--- config.mk ---
export PLATFORM = sky130hd
export DESIGN_NAME = exec_unit_ctrl
export DESIGN_NICKNAME = d
export VERILOG_FILES = /design/src/rtl/exec_unit_ctrl.sv
export SDC_FILE = /design/constraint.sdc
export NUM_CORES = 1
export LEC_CHECK = 0
export ABC_CLOCK_PERIOD_IN_PS = 2100
export BUFFER_PORTS_ARGS = -buffer_cell sky130_fd_sc_hd__buf_4
export CORE_MARGIN = 1
export CORE_UTILIZATION = 49
export CTS_CLUSTER_DIAMETER = 30
export DETAILED_ROUTE_END_ITERATION = 10
export HOLD_SLACK_MARGIN = 0.12
export PLACE_DENSITY = 0.76
export SYNTH_ARGS = -nofsm -noshare
export SYNTH_HDL_FRONTEND = slang
export SYNTH_SLANG_ARGS = --single-unit
--- constraint.sdc ---
create_clock -name clk -period 2.1 [get_ports clk]
set_input_delay 0.21 -clock clk [delete_from_list [all_inputs] [get_ports clk]]
set_output_delay 0.21 -clock clk [all_outputs]
set_load 0.005 [all_outputs]
--- src/rtl/exec_unit_ctrl.sv ---
// Sequencer for multi-cycle execution units (multiplier, FPU): issue, wait with watchdog, writeback.
// Optional build macro EXEC_CTRL_PERF_EN adds PerfOps/PerfStall performance counters.
module exec_unit_ctrl #(
   parameter int TIMEOUT_CYCLES = 64,
   parameter int CNT_W          = 7
) (
   input  logic       clk,
   input  logic       reset,
   input  logic       Start,
   input  logic       UnitSel,
   input  logic [2:0] OpIn,
   input  logic [1:0] FlagWIn,
   input  logic [3:0] RdIn,
   input  logic [3:0] RdHiIn,
   input  logic       Kill,
   input  logic       MulDone,
   input  logic       FpuDone,
   output logic       Stall,
   output logic       Busy,
   output logic       MulReq,
   output logic       FpuReq,
   output logic [2:0] UnitOp,
   output logic       Abort,
   output logic       RegWrEn,
   output logic [3:0] WrAddr,
   output logic       WrHi,
   output logic [1:0] FlagWEn,
   output logic       Timeout,
   output logic [2:0] dbg_state
`ifdef EXEC_CTRL_PERF_EN
   ,
   output logic [31:0] PerfOps,
   output logic [31:0] PerfStall
`endif
);

   typedef enum logic [2:0] {
      S_IDLE  = 3'd0,
      S_ISSUE = 3'd1,
      S_WAIT  = 3'd2,
      S_WB_LO = 3'd3,
      S_WB_HI = 3'd4
   } state_t;

   localparam logic [CNT_W-1:0] WD_LAST = CNT_W'(TIMEOUT_CYCLES - 1);

   state_t           state;
   state_t           state_nxt;
   logic [CNT_W-1:0] wd_cnt;
   logic [CNT_W-1:0] wd_cnt_nxt;

   logic             lat_sel;
   logic [2:0]       lat_op;
   logic [1:0]       lat_fw;
   logic [3:0]       lat_rd;
   logic [3:0]       lat_rdhi;

   logic             accept;
   logic             sel_done;
   logic             long_mul;
   logic             wd_expire;

   // Handshake: Req is a one-cycle pulse in ISSUE; the unit answers with a one-cycle
   // Done pulse any number of cycles later (including the Req cycle itself). Only the
   // selected unit's Done is honoured. Abort tells the unit to drop the op in flight.
   always_comb begin
      accept    = (state == S_IDLE) && Start && !Kill;
      sel_done  = lat_sel ? FpuDone : MulDone;
      long_mul  = !lat_sel && ((lat_op == 3'b101) || (lat_op == 3'b110));
      wd_expire = (state == S_WAIT) && (wd_cnt == WD_LAST) && !sel_done;
   end

   always_ff @(posedge clk) begin
      if (reset) begin
         state    <= S_IDLE;
         wd_cnt   <= '0;
         lat_sel  <= 1'b0;
         lat_op   <= 3'b000;
         lat_fw   <= 2'b00;
         lat_rd   <= 4'h0;
         lat_rdhi <= 4'h0;
      end else begin
         state  <= state_nxt;
         wd_cnt <= wd_cnt_nxt;
         if (accept) begin
            lat_sel  <= UnitSel;
            lat_op   <= OpIn;
            lat_fw   <= FlagWIn;
            lat_rd   <= RdIn;
            lat_rdhi <= RdHiIn;
         end
      end
   end

   always_comb begin
      state_nxt  = state;
      wd_cnt_nxt = wd_cnt;
      MulReq     = 1'b0;
      FpuReq     = 1'b0;
      Abort      = 1'b0;
      Timeout    = 1'b0;
      RegWrEn    = 1'b0;
      WrAddr     = 4'h0;
      WrHi       = 1'b0;
      FlagWEn    = 2'b00;

      case (state)
         S_IDLE: begin
            if (accept) begin
               state_nxt = S_ISSUE;
            end
         end

         S_ISSUE: begin
            MulReq     = !lat_sel;
            FpuReq     = lat_sel;
            wd_cnt_nxt = '0;
            // Kill wins over a Done arriving in the same cycle.
            if (Kill) begin
               Abort     = 1'b1;
               state_nxt = S_IDLE;
            end else if (sel_done) begin
               state_nxt = S_WB_LO;
            end else begin
               state_nxt = S_WAIT;
            end
         end

         S_WAIT: begin
            Timeout = wd_expire;
            Abort   = Kill || wd_expire;
            if (Kill || wd_expire) begin
               state_nxt = S_IDLE;
            end else if (sel_done) begin
               state_nxt = S_WB_LO;
            end else begin
               wd_cnt_nxt = wd_cnt + CNT_W'(1);
            end
         end

         S_WB_LO: begin
            RegWrEn   = 1'b1;
            WrAddr    = lat_rd;
            FlagWEn   = lat_fw;
            state_nxt = long_mul ? S_WB_HI : S_IDLE;
         end

         S_WB_HI: begin
            RegWrEn   = 1'b1;
            WrAddr    = lat_rdhi;
            WrHi      = 1'b1;
            state_nxt = S_IDLE;
         end

         default: begin
            state_nxt = S_IDLE;
         end
      endcase
   end

   // Stall covers the Start cycle itself so the issuing instruction holds in decode.
   assign Busy      = (state != S_IDLE);
   assign Stall     = Busy | (Start & (state == S_IDLE));
   assign UnitOp    = lat_op;
   assign dbg_state = state;

`ifdef EXEC_CTRL_PERF_EN
   always_ff @(posedge clk) begin
      if (reset) begin
         PerfOps   <= 32'd0;
         PerfStall <= 32'd0;
      end else begin
         if ((state_nxt == S_WB_LO) && (state != S_WB_LO)) begin
            PerfOps <= PerfOps + 32'd1;
         end
         if (Stall) begin
            PerfStall <= PerfStall + 32'd1;
         end
      end
   end
`endif

   a_mulreq_pulse:  assert property (@(posedge clk) disable iff (reset) MulReq  |=> !MulReq);
   a_fpureq_pulse:  assert property (@(posedge clk) disable iff (reset) FpuReq  |=> !FpuReq);
   a_abort_pulse:   assert property (@(posedge clk) disable iff (reset) Abort   |=> !Abort);
   a_timeout_pulse: assert property (@(posedge clk) disable iff (reset) Timeout |=> !Timeout);

endmodule

==> metrics.txt <==
Die X-Extent=51.33 µm; initial DRC count=16; Clk Latency, worst-skew pair=0.30 ns; Ys Warns=0; Post-DP Area=0.001481 mm²; Fin. Hold Viols=0; Fill cells=201; Clock Pin Slew Worst Setup and Hold Paths=0.13 ns; antenna viol nets, final=0; core area=0.002255 mm²; Placer Congestion=0.8277; Syn Area/Cell=9.172 µm²; Seq/Total Area, Yosys=0.4029; Final WS setup=0.1746 ns; I/O Buffers=39; Synth top area share=0.4029; DRC Markers=0; CTS tree=built; clk sink count=24; max_slew headroom=0.4961; most common cell after layout, fill and taps aside=buf_4; CP startpoint kind=flip-flop; die height=51.33 µm; Post-Layout Inst Area=0.001572 mm²; PD cells=611.9 mW/mm²; post-synthesis net count=151; Tmin final=1.925 ns; status=complete, no violations; CTS root buffer=clkbuf_4; post-synthesis cell type count=39; Worst setup EP type=output port; share of cells above drive strength 1=0.3333; dominant cells by area after synthesis=dfxtp_1, mux2i_1, nor2_1, a22o_1, nand3_1; Area Overhead vs Synth=31.79%; Post-synth EDFFs=0; WP data arrival=1.72 ns; num rows=17; most frequent cells in the layout=buf_4, dfxtp_1, nor2_1; first-pass GRT wire length=4140 µm; clock buffer depth=2; Starting Density=0.5289; Final setup viols=0; nets@finish=193; Final Power=0.9616 mW; worst path required time=1.89 ns; via count=1058; Hold WC Path Type=in -> reg; Slew Viols, Final=0; pre-CTS setup slack=0.2939 ns; CP max FO=5; post-synth top area cell=dfxtp_1; max frequency=519.4 MHz; Post-Route Skew=0.002512 ns; Total Routing Usage GR=0.2125; Mapped Area=0.001192 mm²; IO Pins=40; initial antenna violation count=0; largest net degree at the start of global routing=22; Final Util=0.6970; final worst-path cycle share=0.9168; final antenna diode count=0; Post-Synthesis Cells=130; ys async rst share=0; routed len/inst=12.34 µm; Pre-Repair DR Iteration Count=4; #FFs+latches synth=24; Setup TNS=0 ns; Max-Cap Viols=0; cell count of the worst hold path=3; kind of critical path=reg -> out; TritonCTS Buffers=3; Primary FF master, synth=dfxtp_1; Worst R2R Path Depth=4; total congestion overflow=0; Leak=0.7374 nW; overall routed net length=2455 µm; Worst-Margin Slew=0.7526 ns; htree depth=1; maximum vdd drop=0.3909 mV; Die Area=0.002635 mm²; routed vias/inst=5.317; unrepaired setup endpoints after global routing=false; vias in the first global route=972; HPWL Detailed=1854 µm
==> layout make-up <==
class,instances,area (µm²),share of cell area
clock buffers,3,22.52,0.01433
clock inverters,1,30.03,0.01911
inverters,2,7.507,0.004777
multi-input cells,97,655.6,0.4172
flip-flops and latches,24,483.0,0.3073
well taps,28,35.03,0.02229
repair buffers,44,337.8,0.2150
==> cell families after synthesis <==
group,after synthesis,share of synthesized area
muxes,16,0.1354
xor gates and xnor gates,1,0.007347
AOI/OAI and AO/OA,21,0.1196
buffers and inverters,9,0.05141
adders and majority gates,1,0.01049
DFF,24,0.4029
and+or+nand+nor,58,0.2728
==> worst max-delay path, stage by stage, from the launching register on <==
cell and delay (ns):
dfxtp_2 0.38, ha_2 0.21, nand3b_1 0.11, or2_2 0.30, nor2_1 0.15, o22a_1 0.16, buf_4 0.10
==> per-stage QoR <==
stage | hold WS [ns] | instances
2_1_floorplan | 0.2885 | 130
3_3_place_gp | 0.4304 | 192
3_5_place_dp | 0.4301 | 192
4_1_cts | 0.1232 | 197
5_1_grt | 0.1260 | 199
6_report | 0.1274 | 199
==> Yosys cell counts (all sizes together) (3+ instances only) <==
library cell	n
dfxtp	24
nor2	19
mux2i	15
nand3	7
a21oi	6
buf	5
nand2	5
or2	5
a22o	4
nor3b	4
o21ai	4
and2	3
nand2b	3
nor3	3
or3	3
==> layer usage <==
metal	routed length, µm	global-route usage	vias up
met5	0	0	-
met4	16	0.08108	0
met3	132	0.04464	2
met2	1212	0.3838	27
met1	1094	0.2423	488
li1	-	-	541
==> flip-flops by register name (all words and copies together) (netlist names) <==
register / flops
UnitOp: 3
dbg_state: 3
lat_fw: 2
lat_rd: 4
lat_rdhi: 4
lat_sel: 1
wd_cnt: 7
==> repair_timing <==
item | in CTS | in global routing
endpoints found under the setup margin | 0 | 5
resized for setup | 0 | 4
setup buffers | 0 | 0
hold buffers | 1 | 2
hold endpoints to repair | 1 | 2
==> worst paths after layout <==
kind                  start     endpoint  slack, ns
setup / recovery  wd_cnt[0]        Abort       0.17
hold / removal    RdHiIn[2]  lat_rdhi[2]       0.13
setup reg to reg    lat_sel    wd_cnt[5]       0.28
hold reg to reg   wd_cnt[6]    wd_cnt[6]       0.48
==> power breakdown <==
group          internal, mW  switching, mW  leakage [nW]  total, mW
Combinational        0.0834         0.0606         0.513      0.144
Clock                 0.193          0.134        0.0279      0.327
Sequential            0.473         0.0178         0.196      0.491
Total                 0.749          0.213         0.737      0.962
Note: power is estimated with default switching activity, not from simulation.
